File: config.mk
export PLATFORM = sky130hd
export DESIGN_NAME = lsu_unit
export DESIGN_NICKNAME = d
export VERILOG_FILES = /design/src/rtl/lsu_unit_pkg.sv /design/src/rtl/lsu_unit_align.sv /design/src/rtl/lsu_unit.sv
export SDC_FILE = /design/constraint.sdc
export NUM_CORES = 1
export LEC_CHECK = 0
export CAP_MARGIN = 40
export CORE_MARGIN = 2
export CORE_UTILIZATION = 55
export DETAILED_ROUTE_END_ITERATION = 10
export DONT_BUFFER_PORTS = 1
export PLACE_DENSITY = 0.68
export SETUP_SLACK_MARGIN = 0.1
export SYNTH_ARGS = -nofsm -noshare
export SYNTH_HDL_FRONTEND = slang
export SYNTH_SLANG_ARGS = --single-unit
File: constraint.sdc
create_clock -name clock -period 2.1 [get_ports clock]
set_input_delay 0.21 -clock clock [delete_from_list [all_inputs] [get_ports clock]]
set_output_delay 0.21 -clock clock [all_outputs]
set_load 0.005 [all_outputs]
File: src/rtl/lsu_unit_pkg.sv
// Shared types and constants for the load/store unit: op encodings, FSM states
// and byte-enable patterns.
package lsu_unit_pkg;

    localparam int unsigned LSU_DATA_W = 32;
    localparam int unsigned LSU_RD_W   = 5;

    // Bit 3 marks a store; bits 2:0 follow the RISC-V funct3 width/sign encoding.
    typedef enum logic [3:0] {
        LB  = 4'b0000,
        LH  = 4'b0001,
        LW  = 4'b0010,
        LBU = 4'b0100,
        LHU = 4'b0101,
        SB  = 4'b1000,
        SH  = 4'b1001,
        SW  = 4'b1010
    } load_store_func_code;

    typedef load_store_func_code op_t;

    typedef enum logic [1:0] {
        IDLE   = 2'd0,
        REQ    = 2'd1,
        WAIT_R = 2'd2
    } lsu_state_t;

    localparam logic [3:0] LSU_BE_NONE = 4'b0000;
    localparam logic [3:0] LSU_BE_B0   = 4'b0001;
    localparam logic [3:0] LSU_BE_LO   = 4'b0011;
    localparam logic [3:0] LSU_BE_HI   = 4'b1100;
    localparam logic [3:0] LSU_BE_W    = 4'b1111;

    function automatic logic lsu_is_store(input op_t op);
        return (op == SB) || (op == SH) || (op == SW);
    endfunction

endpackage

File: src/rtl/lsu_unit_align.sv
// Combinational byte-lane logic: store lane placement with misalignment detection,
// and load-data extraction with sign/zero extension.
module lsu_unit_align
    import lsu_unit_pkg::*;
#(
    parameter int unsigned DATA_W = 32
) (
    input  op_t               st_op_i,
    input  logic [1:0]        st_off_i,
    input  logic [DATA_W-1:0] wdata_i,
    output logic [3:0]        be_o,
    output logic [DATA_W-1:0] wdata_o,
    output logic              misaligned_o,
    input  op_t               ld_op_i,
    input  logic [1:0]        ld_off_i,
    input  logic [DATA_W-1:0] rdata_i,
    output logic [DATA_W-1:0] ld_data_o
);

    logic [7:0]  byte_sel;
    logic [15:0] half_sel;

    always_comb begin
        be_o         = LSU_BE_W;
        wdata_o      = '0;
        misaligned_o = 1'b0;
        case (st_op_i)
            SB: begin
                be_o    = LSU_BE_B0 << st_off_i;
                wdata_o = {4{wdata_i[7:0]}};
            end
            SH: begin
                be_o         = st_off_i[1] ? LSU_BE_HI : LSU_BE_LO;
                wdata_o      = {2{wdata_i[15:0]}};
                misaligned_o = st_off_i[0];
            end
            SW: begin
                wdata_o      = wdata_i;
                misaligned_o = |st_off_i;
            end
            LH, LHU: misaligned_o = st_off_i[0];
            LW:      misaligned_o = |st_off_i;
            default: misaligned_o = 1'b0;
        endcase
    end

    always_comb begin
        byte_sel = rdata_i[8*ld_off_i +: 8];
        half_sel = ld_off_i[1] ? rdata_i[31:16] : rdata_i[15:0];
        case (ld_op_i)
            LB:      ld_data_o = {{24{byte_sel[7]}}, byte_sel};
            LBU:     ld_data_o = {24'd0, byte_sel};
            LH:      ld_data_o = {{16{half_sel[15]}}, half_sel};
            LHU:     ld_data_o = {16'd0, half_sel};
            default: ld_data_o = rdata_i;
        endcase
    end

endmodule

File: src/rtl/lsu_unit.sv
// Load/store unit: accepts one memory op per handshake, drives a req/gnt/rvalid data bus,
// returns load results to writeback and aborts stuck accesses after a timeout.
module lsu_unit
    import lsu_unit_pkg::*;
#(
    parameter int unsigned DATA_W      = 32,
    parameter int unsigned ADDR_W      = 32,
    parameter int unsigned TIMEOUT_CYC = 16
) (
    input  logic              clock,
    input  logic              reset,
    input  logic              req_valid_i,
    output logic              req_ready_o,
    input  op_t               req_op_i,
    input  logic [ADDR_W-1:0] req_addr_i,
    input  logic [DATA_W-1:0] req_wdata_i,
    input  logic [4:0]        req_rd_i,
    output logic              data_req_o,
    input  logic              data_gnt_i,
    output logic [ADDR_W-1:0] data_addr_o,
    output logic              data_we_o,
    output logic [3:0]        data_be_o,
    output logic [DATA_W-1:0] data_wdata_o,
    input  logic              data_rvalid_i,
    input  logic [DATA_W-1:0] data_rdata_i,
    output logic              wb_valid_o,
    output logic [4:0]        wb_rd_o,
    output logic [DATA_W-1:0] wb_data_o,
    output logic              misalign_o,
    output logic              bus_err_o,
    output logic              stall_o
);

    localparam int unsigned CNT_W = (TIMEOUT_CYC > 1) ? $clog2(TIMEOUT_CYC) : 1;
    localparam logic [CNT_W-1:0] TO_LAST = (TIMEOUT_CYC > 0) ? CNT_W'(TIMEOUT_CYC - 1) : '0;

    lsu_state_t        state_q, state_d;
    op_t               op_q, op_d;
    logic [ADDR_W-1:0] addr_q, addr_d;
    logic [DATA_W-1:0] wdata_q, wdata_d;
    logic [3:0]        be_q, be_d;
    logic              we_q, we_d;
    logic [4:0]        rd_q, rd_d;
    logic [CNT_W-1:0]  cnt_q, cnt_d;
    logic              data_req_q, data_req_d;
    logic              ready_q, ready_d;
    logic              stall_q, stall_d;
    logic              wb_valid_q, wb_valid_d;
    logic [4:0]        wb_rd_q, wb_rd_d;
    logic [DATA_W-1:0] wb_data_q, wb_data_d;
    logic              misalign_q, misalign_d;
    logic              bus_err_q, bus_err_d;

    logic [3:0]        al_be;
    logic [DATA_W-1:0] al_wdata;
    logic              al_mis;
    logic [DATA_W-1:0] al_ld_data;
    logic              accept;
    logic              timeout_hit;

    lsu_unit_align #(
        .DATA_W (DATA_W)
    ) u_align (
        .st_op_i      (req_op_i),
        .st_off_i     (req_addr_i[1:0]),
        .wdata_i      (req_wdata_i),
        .be_o         (al_be),
        .wdata_o      (al_wdata),
        .misaligned_o (al_mis),
        .ld_op_i      (op_q),
        .ld_off_i     (addr_q[1:0]),
        .rdata_i      (data_rdata_i),
        .ld_data_o    (al_ld_data)
    );

    assign accept      = req_valid_i && ready_q;
    assign timeout_hit = (TIMEOUT_CYC > 0) && (cnt_q == TO_LAST);

    always_comb begin
        state_d    = state_q;
        op_d       = op_q;
        addr_d     = addr_q;
        wdata_d    = wdata_q;
        be_d       = be_q;
        we_d       = we_q;
        rd_d       = rd_q;
        cnt_d      = cnt_q;
        wb_valid_d = 1'b0;
        wb_rd_d    = wb_rd_q;
        wb_data_d  = wb_data_q;
        misalign_d = 1'b0;
        bus_err_d  = 1'b0;
        case (state_q)
            IDLE: begin
                if (accept) begin
                    op_d    = req_op_i;
                    addr_d  = req_addr_i;
                    wdata_d = al_wdata;
                    be_d    = al_be;
                    we_d    = lsu_is_store(req_op_i);
                    rd_d    = req_rd_i;
                    if (al_mis) begin
                        misalign_d = 1'b1;
                    end else begin
                        state_d = REQ;
                        cnt_d   = '0;
                    end
                end
            end
            REQ: begin
                cnt_d = cnt_q + CNT_W'(1);
                if (data_gnt_i) begin
                    // A store is complete once the bus has taken it.
                    state_d = we_q ? IDLE : WAIT_R;
                end else if (timeout_hit) begin
                    state_d   = IDLE;
                    bus_err_d = 1'b1;
                end
            end
            WAIT_R: begin
                cnt_d = cnt_q + CNT_W'(1);
                if (data_rvalid_i) begin
                    state_d    = IDLE;
                    wb_valid_d = 1'b1;
                    wb_rd_d    = rd_q;
                    wb_data_d  = al_ld_data;
                end else if (timeout_hit) begin
                    state_d   = IDLE;
                    bus_err_d = 1'b1;
                end
            end
            default: state_d = IDLE;
        endcase
        data_req_d = (state_d == REQ);
        stall_d    = (state_d != IDLE);
        ready_d    = (state_d == IDLE);
    end

    always_ff @(posedge clock) begin
        if (reset) begin
            state_q    <= IDLE;
            op_q       <= LB;
            addr_q     <= '0;
            wdata_q    <= '0;
            be_q       <= LSU_BE_NONE;
            we_q       <= 1'b0;
            rd_q       <= '0;
            cnt_q      <= '0;
            data_req_q <= 1'b0;
            ready_q    <= 1'b1;
            stall_q    <= 1'b0;
            wb_valid_q <= 1'b0;
            wb_rd_q    <= '0;
            wb_data_q  <= '0;
            misalign_q <= 1'b0;
            bus_err_q  <= 1'b0;
        end else begin
            state_q    <= state_d;
            op_q       <= op_d;
            addr_q     <= addr_d;
            wdata_q    <= wdata_d;
            be_q       <= be_d;
            we_q       <= we_d;
            rd_q       <= rd_d;
            cnt_q      <= cnt_d;
            data_req_q <= data_req_d;
            ready_q    <= ready_d;
            stall_q    <= stall_d;
            wb_valid_q <= wb_valid_d;
            wb_rd_q    <= wb_rd_d;
            wb_data_q  <= wb_data_d;
            misalign_q <= misalign_d;
            bus_err_q  <= bus_err_d;
        end
    end

    assign req_ready_o  = ready_q;
    assign data_req_o   = data_req_q;
    assign data_addr_o  = {addr_q[ADDR_W-1:2], 2'b00};
    assign data_we_o    = we_q;
    assign data_be_o    = be_q;
    assign data_wdata_o = wdata_q;
    assign wb_valid_o   = wb_valid_q;
    assign wb_rd_o      = wb_rd_q;
    assign wb_data_o    = wb_data_q;
    assign misalign_o   = misalign_q;
    assign bus_err_o    = bus_err_q;
    assign stall_o      = stall_q;

endmodule
## Yosys cells after proc, flatten, opt, wreduce, memory -nomap -nowiden

Cells that the tools add are included.

- Muxes and demuxes: 22
- Reductions and logical operators: 17
- Bitwise gates (word level): 3
- Equal/unequal tests: 15
- Shifts and indexed selects: 2
- $add $sub $neg: 1

Operator list:

| cell | count |
|---|---|
| one-hot mux 32 bit (4 select lines) | 1 |
| one-hot mux 32 bit (3 select lines) | 1 |
| indexed part select 32 x 6 -> 8 bit | 1 |
| equality test 4 bit (second input constant) | 4 |
| 2-to-1 mux 16 bit | 1 |
| one-hot mux 4 bit (2 select lines) | 2 |
| equality test 4 x 3 -> 1 bit (second input constant) | 3 |
| 2-to-1 mux 2 bit | 6 |
| 2-to-1 mux 4 bit | 3 |
| equality test 4 x 1 -> 1 bit (second input constant) | 2 |
| OR reduction 2 bit | 4 |
| one-hot mux 2 bit (3 select lines) | 1 |
| OR reduction 3 bit | 2 |
| 2-to-1 mux 1 bit | 5 |
| adder 4 x 1 -> 4 bit (second input constant) | 1 |
| equality test 2 x 1 -> 1 bit (second input constant) | 2 |
| equality test 4 x 2 -> 1 bit (second input constant) | 1 |
| logical NOT 2 bit | 2 |
| logical NOT 4 bit | 1 |
| != test 2 bit (second input constant) | 2 |
| one-hot mux 1 bit (2 select lines) | 2 |
| AND reduction 2 bit | 2 |
| nonzero test 2 bit | 2 |
| left shift 1 x 2 -> 4 bit (first input constant) | 1 |
| other kinds (5) | 8 |

- Input port bits: 110
- Register bits: 127
- Word-level logic and storage cells: 76

## Depth between registers and ports, before layout

Gate-level depths: netlist of the first run.

- Depth in word-level cells: 7
- Depth in mapped cells: 8

## By module

A second synthesis of the first run with hierarchy kept.

- Cell total of the unflattened synthesis: 832
- Area total of the unflattened synthesis: 6062.1 um^2

By module, submodules not included:

| module | area an instance (um^2) | seq. area each (um^2) | times used | cells each |
|---|---|---|---|---|
| lsu_unit | 4785.8 | 2542.4 | 1 | 596 |
| lsu_unit_align | 1276.2 | 0.0 | 1 | 236 |

## Worst setup path after synthesis of the first run

OpenSTA, ideal clock, no wires.

- Kind: register -> register
- Start point: register addr_q[1]
- End point: register wb_data_q[20], in the netlist wb_data_o[20]
- Library setup time: 139 ps
- Arrival time: 1568 ps
- Required time: 1961 ps
- Period minus slack after synthesis: 1707 ps
- Buffers on the path: 2
- Path slack: 393 ps
- Cell stages (with the launch flop): 8
- Cell sequence: dfxtp_1 > buf_6 > mux2_4 > mux2_2 > nor2b_4 > o21ai_4 > buf_6 > a211oi_2

- Word-level cells in the longest chain between the ends: 2
- Elaborated cells on any way between the ends: 3

RTL lines:

| what | RTL line | RTL |
|---|---|---|
| start, declared | lsu_unit.sv:39 | `logic [ADDR_W-1:0] addr_q, addr_d;` |
| start signal, assigned | lsu_unit.sv:160 | `addr_q <= addr_d;` |
| indexed part select 32 x 6 -> 8 bit / 2-to-1 mux 16 bit (equally long branches) | lsu_unit_align.sv:48, lsu_unit_align.sv:49 |  |
| one-hot mux 32 bit (4 select lines) * | lsu_unit_align.sv:50 | `case (ld_op_i)` |
| end signal, assigned | lsu_unit.sv:171 | `wb_data_q <= wb_data_d;` |
| end, declared | lsu_unit.sv:50 | `logic [DATA_W-1:0] wb_data_q, wb_data_d;` |

Every way passes the cells marked *; elsewhere a longest branch is shown, timed or not.
A chain may end at the register's enable or synchronous reset.

## Worst setup path in the final report of the first run

- Start point: register state_q[0]
- End point: register wdata_q[22], in the netlist data_wdata_o[22]

- Word-level cells in the longest chain between the ends: 2

RTL lines:

| what | RTL line | RTL |
|---|---|---|
| start, declared | lsu_unit.sv:37 | `lsu_state_t state_q, state_d;` |
| start signal, assigned | lsu_unit.sv:158 | `state_q <= state_d;` |
| logical NOT 2 bit | lsu_unit.sv:93 | `case (state_q)` |
| AND reduction 2 bit (no source line) | - |  |
| end signal, assigned | lsu_unit.sv:161 | `wdata_q <= wdata_d;` |
| end, declared | lsu_unit.sv:40 | `logic [DATA_W-1:0] wdata_q, wdata_d;` |

No other way between the ends.

==> impl_metrics.env, run 1 <==
export IMPL_ys_types=49
export IMPL_fin_skew_ns=0.00636
export IMPL_synthAdderAreaFrac=0.0109
export IMPL_first_pass_iters=5
export IMPL_p_int_mw=4.86
export IMPL_port_buffers=0
export IMPL_drv_slew=0
export IMPL_p_comb_frac=0.142
export IMPL_cp_start_kind="register"
export IMPL_first_iter_violations=326
export IMPL_syn_inst=710
export IMPL_drc=0
export IMPL_cts_sinks=127
export IMPL_fin_crit_ns=1.89
export IMPL_ys_flop_type="dfxtp_1"
export IMPL_track_usage=0.262
export IMPL_post_synth_mux_area_share=0.0443
export IMPL_finalSetupViolations=0
export IMPL_vias_per_cell=5.94
export IMPL_cp_cell_sequence="inv_1 -> ha_2 -> nand3_2 -> buf_6 -> a221oi_2 -> nor3_1 -> dlygate4sd3_1"
export IMPL_final_cell_mix="nand2_1 (150), dfxtp_1 (127), nor2_1 (79)"
export IMPL_grt_pass1_vias=4707
export IMPL_synth_area_sq_mm=0.00576
export IMPL_cpLargestDelayFamily="buffers and inverters"
export IMPL_final_setup_tns_ns=0
export IMPL_antenna_found_initial=0
export IMPL_io_pins=222
export IMPL_avgSynthCellArea_sq_um=8.11
export IMPL_num_nets_final=799
export IMPL_chipWidth_um=106
export IMPL_power_share_sequential=0.418
export IMPL_synth_seq_cells=127
export IMPL_coreArea_sq_mm=0.0102
export IMPL_status="complete, but fails checks"
export IMPL_grt_pass1_wl_mm=23.8
export IMPL_cp_required_ns=2.49
export IMPL_numCtsBuffers=17
export IMPL_max_cap_viol_count=0
export IMPL_clockPowerShare=0.440
export IMPL_placed_area_sq_mm=0.00562
export IMPL_max_freq_mhz=528
export IMPL_syn_to_final_growth_pct=12.3
export IMPL_totalWireLength_mm=14.9
export IMPL_final_antenna_net_count=0
export IMPL_sw_frac_of_total=0.262
export IMPL_initial_utilization=0.563
export IMPL_crit_path_end_kind="register"
export IMPL_timing_slew_headroom=0.632
export IMPL_synth_compound_area_frac=0.217
export IMPL_routed_via_count=4948
export IMPL_gr_total_overflow=0
export IMPL_die_h_um=106
export IMPL_drive_gt1_frac=0.115
export IMPL_grt_max_degree=120
export IMPL_tightest_slew_ns=0.551
export IMPL_finalCritPeriodShare=0.902
export IMPL_rsz0062_at_grt="true"
export IMPL_cp_arrival_ns=2.29
export IMPL_hold_viol_final=108
export IMPL_crit_buf_inv=3
export IMPL_cp_max_fo=19
export IMPL_worst_hold_slack_ns=-0.225
export IMPL_h_tree_depth=4
export IMPL_violations="hold timing"
export IMPL_dpl_hpwl_mm=10.3
export IMPL_gp_congestion=0.872
export IMPL_p_leak_nw=2.33
export IMPL_cts_root_buf="clkbuf_8"
export IMPL_yosysSeqAreaShare=0.441
export IMPL_synth_edf_count=0
export IMPL_peakVddDrop_mv=0.472
export IMPL_wire_per_inst_um=17.9
export IMPL_hold_class="in -> reg"
export IMPL_diodes=0
export IMPL_rows=37
export IMPL_dieArea_sq_mm=0.0113
export IMPL_postLayoutCellArea_sq_mm=0.00647
export IMPL_path_class="reg -> reg"
export IMPL_insertion_delay_ns=0.51
export IMPL_netSwitchingPower_mw=1.73
export IMPL_slowest_stage="dlygate4sd3_1"
export IMPL_synthArstFlopShare=0
export IMPL_synthSimpleGateAreaFrac=0.203
export IMPL_final_common_cell="nand2_1"
export IMPL_slowest_delay_ns=0.56
export IMPL_cts_buffer_depth=2
export IMPL_clkSlewWorstSetupHoldPaths_ns=0.06
export IMPL_cts_tree="yes"
export IMPL_cts_setup_buffers=0
export IMPL_synthXorXnorAreaFrac=0
export IMPL_synth_top_family_by_area="compound AO/OA/AOI/OAI gates"
export IMPL_yosysWarnings=0
export IMPL_p_per_area_mw_per_mm2=1020
## state kept, by name, summed over array words and instances, names as in the netlist, 2 cells and up
name	count
addr_q	32
cnt_q	4
data_be_o	4
data_wdata_o	32
op_q	4
rd_q	5
state_q	2
wb_data_o	32
wb_rd_o	5
## final timing paths
| check | depth (start not counted) | startpoint | end | slack [ns] |
|---|---|---|---|---|
| max | 7 | state_q[0] | data_wdata_o[22] | 0.21 |
| min reg2reg | 2 | rd_q[2] | wb_rd_o[2] | 0.44 |
| max reg2reg | 7 | state_q[0] | data_wdata_o[22] | 0.21 |
| min | 1 | reset | addr_q[30] | -0.22 |
## cell usage after synthesis, types with 3 or more instances
cell type / number / area share
nor3_1: 22 / 0.019
mux2_2: 12 / 0.023
o21ai_0: 21 / 0.018
nor3b_1: 5 / 0.0065
buf_4: 32 / 0.042
nand2_1: 150 / 0.098
o221ai_1: 7 / 0.011
and2_1: 4 / 0.0043
o31ai_1: 3 / 0.0039
nor2b_1: 3 / 0.0033
mux2i_1: 9 / 0.016
a2111oi_0: 3 / 0.0046
clkbuf_1: 39 / 0.025
buf_1: 8 / 0.0052
buf_2: 5 / 0.0043
nand2b_1: 6 / 0.0065
nand3_1: 4 / 0.0035
a22oi_1: 16 / 0.021
dfxtp_1: 127 / 0.44
a211oi_2: 10 / 0.022
nor2_1: 79 / 0.051
a21oi_1: 72 / 0.063
a221oi_1: 16 / 0.024
a32oi_1: 5 / 0.0076
o211ai_1: 6 / 0.0078
ha_1: 5 / 0.011
a211oi_1: 10 / 0.013
inv_1: 4 / 0.0026
## logic make-up after synthesis
logic type      count (synthesis)
simple gates                  280
compound gates                184
flops                         127
buf+inv                        90
mux                            23
fa+ha+maj                       5
other cells                     1
## power by group through the flow
stage | Sequential (mW) | Combinational (mW) | Clock (mW)
final | 2.75 | 0.939 | 2.90
after global routing | 2.78 | 1.06 | 3.07
after CTS | 2.76 | 0.916 | 2.96
after detailed placement | 2.80 | 0.877 | 0
after global placement | 2.80 | 0.839 | 0
after floorplan | 2.75 | 0.820 | 0
## layer usage
| layer | track usage | up-vias | wire, um |
|---|---|---|---|
| met3 | 0.0920 | 11 | 1630 |
| met2 | 0.431 | 246 | 7130 |
| met1 | 0.324 | 2313 | 6020 |
| li1 | - | 2378 | - |
| met5 | 0 | - | 0 |
| met4 | 0.0752 | 0 | 131 |
## through the flow
step | instances | setup slack, ns | power (mW) | utilization
2_1_floorplan | 711 | 0.393 | 3.57 | -
3_3_place_gp | 778 | 0.322 | 3.64 | 0.549
3_5_place_dp | 779 | 0.226 | 3.68 | 0.550
4_1_cts | 830 | 0.124 | 6.63 | 0.626
5_1_grt | 833 | 0.0759 | 6.90 | 0.632
6_report | 833 | 0.206 | 6.59 | 0.632
## final cells by class
cell class	instances	area, sq um
Timing Repair Buffer	40	375
Clock buffer	23	457
Tap cell	136	170
Sequential cell	127	2540
Clock inverter	9	134
Multi-Input combinational cell	494	2770
Inverter	4	15.0
Fill cell	922	3760
## repair_timing
| item | CTS | global route |
|---|---|---|
| resized for setup | 0 | 9 |
| endpoints found under the hold margin | 127 | 111 |
| endpoints found under the setup margin | 0 | 11 |
| hold buffers | 19 | 3 |
(Power assumes the default switching activity.)
==> run 2: changes to the inputs <==
- PLACE_DENSITY: 0.68 -> 0.71
- SYNTH_HIERARCHICAL: unset -> 1
- clock period: 2.1 -> 1.74 ns (I/O delays scaled with it)
==> impl_metrics.env, run 2 <==
export IMPL_port_buffers=0
export IMPL_cp_arrival_ns=2.02
export IMPL_grt_pass1_vias=5015
export IMPL_initial_utilization=0.562
export IMPL_drive_gt1_frac=0.0889
export IMPL_cp_max_fo=4
export IMPL_worst_hold_slack_ns=-0.280
export IMPL_track_usage=0.256
export IMPL_grtUsageMet3=0.0944
export IMPL_synth_top_cell_by_area="dfxtp_1"
export IMPL_final_common_cell="nand2_1"
export IMPL_cts_root_buf="clkbuf_8"
export IMPL_gr_total_overflow=0
export IMPL_postLayoutCellArea_sq_mm=0.00647
export IMPL_vias_per_cell=5.73
export IMPL_chipWidth_um=109
export IMPL_yosysSeqAreaShare=0.419
export IMPL_yosysWarnings=6
export IMPL_tightest_slew_ns=0.585
export IMPL_synth_top_area_share=0.419
export IMPL_fin_crit_ns=1.62
export IMPL_synth_seq_cells=127
export IMPL_routed_via_count=5315
export IMPL_multi_input_area_sq_mm=0.00296
export IMPL_die_h_um=109
export IMPL_cp_required_ns=2.14
export IMPL_finalSetupViolations=0
export IMPL_drc=0
export IMPL_gp_congestion=0.930
export IMPL_coreArea_sq_mm=0.0108
export IMPL_ff_latch_area_sq_mm=0.00255
export IMPL_h_tree_depth=4
export IMPL_hold_buffers=1
export IMPL_p_per_area_mw_per_mm2=1300
export IMPL_gr_usage_met1=0.294
export IMPL_ys_flop_type="dfxtp_1"
export IMPL_grt_pass1_wl_mm=23.8
export IMPL_synth_most_common_cell="nand2_1"
export IMPL_grt_max_degree=128
export IMPL_synth_edf_count=0
export IMPL_totalWireLength_mm=15.7
export IMPL_max_cap_viol_count=0
export IMPL_fillers=1036
export IMPL_hold_class="in -> reg"
export IMPL_cts_buffer_depth=2
export IMPL_ys_types=45
export IMPL_rows=38
export IMPL_avgSynthCellArea_sq_um=7.29
export IMPL_first_pass_iters=5
export IMPL_first_iter_violations=438
export IMPL_path_class="reg -> reg"
export IMPL_cts_sinks=127
export IMPL_dpl_hpwl_mm=10.8
export IMPL_antenna_found_initial=0
export IMPL_synth_area_leaders="dfxtp_1 (42%), nand2_1 (16%), a21oi_1 (14%)"
export IMPL_cp_start_kind="register"
export IMPL_syn_to_final_growth_pct=6.67
export IMPL_clkSlewWorstSetupHoldPaths_ns=0.06
export IMPL_io_pins=222
export IMPL_gr_usage_met2=0.424
export IMPL_rsz0062_at_grt="true"
export IMPL_drv_slew=0
export IMPL_diodes=0
export IMPL_crit_path_end_kind="register"
export IMPL_final_setup_tns_ns=0
export IMPL_finalCritPeriodShare=0.933
export IMPL_final_antenna_net_count=0
export IMPL_fin_skew_ns=0.00737
export IMPL_num_nets_final=889
export IMPL_dieArea_sq_mm=0.0119
export IMPL_final_cells=927
export IMPL_insertion_delay_ns=0.51
export IMPL_final_cell_mix="nand2_1 (262), a21oi_1 (173), dfxtp_1 (123)"
export IMPL_synthArstFlopShare=0
export IMPL_p_leak_nw=2.26
export IMPL_placed_area_sq_mm=0.00584
export IMPL_synth_area_sq_mm=0.00606
export IMPL_syn_inst=832
export IMPL_status="complete, but fails checks"
export IMPL_grt_most_used_layer="met2"
export IMPL_max_freq_mhz=616
export IMPL_cts_tree="yes"
export IMPL_setup_slack_ns=0.116
export IMPL_timing_slew_headroom=0.609
export IMPL_hold_viol_final=125
export IMPL_wire_per_inst_um=16.9
export IMPL_numCtsBuffers=17
export IMPL_violations="hold timing"
export IMPL_preCtsSetupSlack_ns=0.0613
export IMPL_peakVddDrop_mv=0.554
export IMPL_placed_cells=893
export IMPL_synth_top_cells_by_count="nand2_1 (262), a21oi_1 (173), dfxtp_1 (127), nor2_1 (42), buf_4 (35)"
-- run 2: cell count changes after synthesis, sizes merged, moves of 20 or more --
| cell | change |
|---|---|
| buf | +25 |
| nand2 | +112 |
| nor3 | -22 |
| a211oi | -20 |
| a21oi | +103 |
| nor2 | -37 |
-- run 2: cell type report --
cell class / count / area share
Tap cell: 140 / 0.0271
Timing Repair Buffer: 17 / 0.0290
Clock inverter: 14 / 0.0209
Clock buffer: 18 / 0.0646
Sequential cell: 127 / 0.395
Multi-Input combinational cell: 601 / 0.458
Inverter: 10 / 0.00580
-- run 2: stage by stage --
| step | total power [mW] | utilization |
|---|---|---|
| 5_1_grt | 8.81 | 0.599 |
| 6_report | 8.39 | 0.599 |
| 2_1_floorplan | 4.93 | - |
| 3_3_place_gp | 5.02 | 0.541 |
| 4_1_cts | 8.38 | 0.594 |
| 3_5_place_dp | 5.08 | 0.541 |
-- run 2: worst paths after layout --
check	depth (start not counted)	to	slack, ns	start
max	6	stall_o	0.12	state_q[0]
min	1	addr_q[7]	-0.28	reset
max reg2reg	6	stall_o	0.12	state_q[0]
min reg2reg	2	rd_q[4]	0.45	rd_q[4]
-- run 2: logic make-up (layout without fill, tap and decap cells) --
| kind of cell | count (synthesis) | count (layout) | synth area share |
|---|---|---|---|
| compound gates | 223 | 223 | 0.212 |
| simple gates | 368 | 368 | 0.253 |
| mux | 3 | 3 | 0.00557 |
| buf+inv | 105 | 59 | 0.0993 |
| flops | 127 | 127 | 0.419 |
| other cells | 1 | 2 | 0.000619 |
| fa+ha+maj | 5 | 5 | 0.0103 |
-- run 2: report_power, final --
group	leakage [nW]	internal [mW]	total, mW	switching [mW]
registers	1.03	3.17	3.37	0.209
logic	0.964	0.672	1.74	1.07
clock network	0.259	1.92	3.28	1.36
-- run 2: routing by layer --
metal  up-vias  routed length, um
met1      2459               6070
met4         0                390
met5         -                  0
met2       201               7750
li1       2626                  -
met3        29               1480
-- run 2: worst max-delay path, cell delays in order (launching register included) --
cell and delay (ns):
dfxtp_4 0.36, inv_1 0.09, ha_1 0.22, nor2b_2 0.17, o21a_1 0.21, o221a_4 0.24, or2_1 0.21
-- run 2: repair_timing --
action	4_1_cts	5_1_grt
pin swaps	0	4
cloned	0	0
buffers inserted	0	1
hold endpoints to repair	127	127
setup endpoints to repair	10	110
resized for setup	2	17
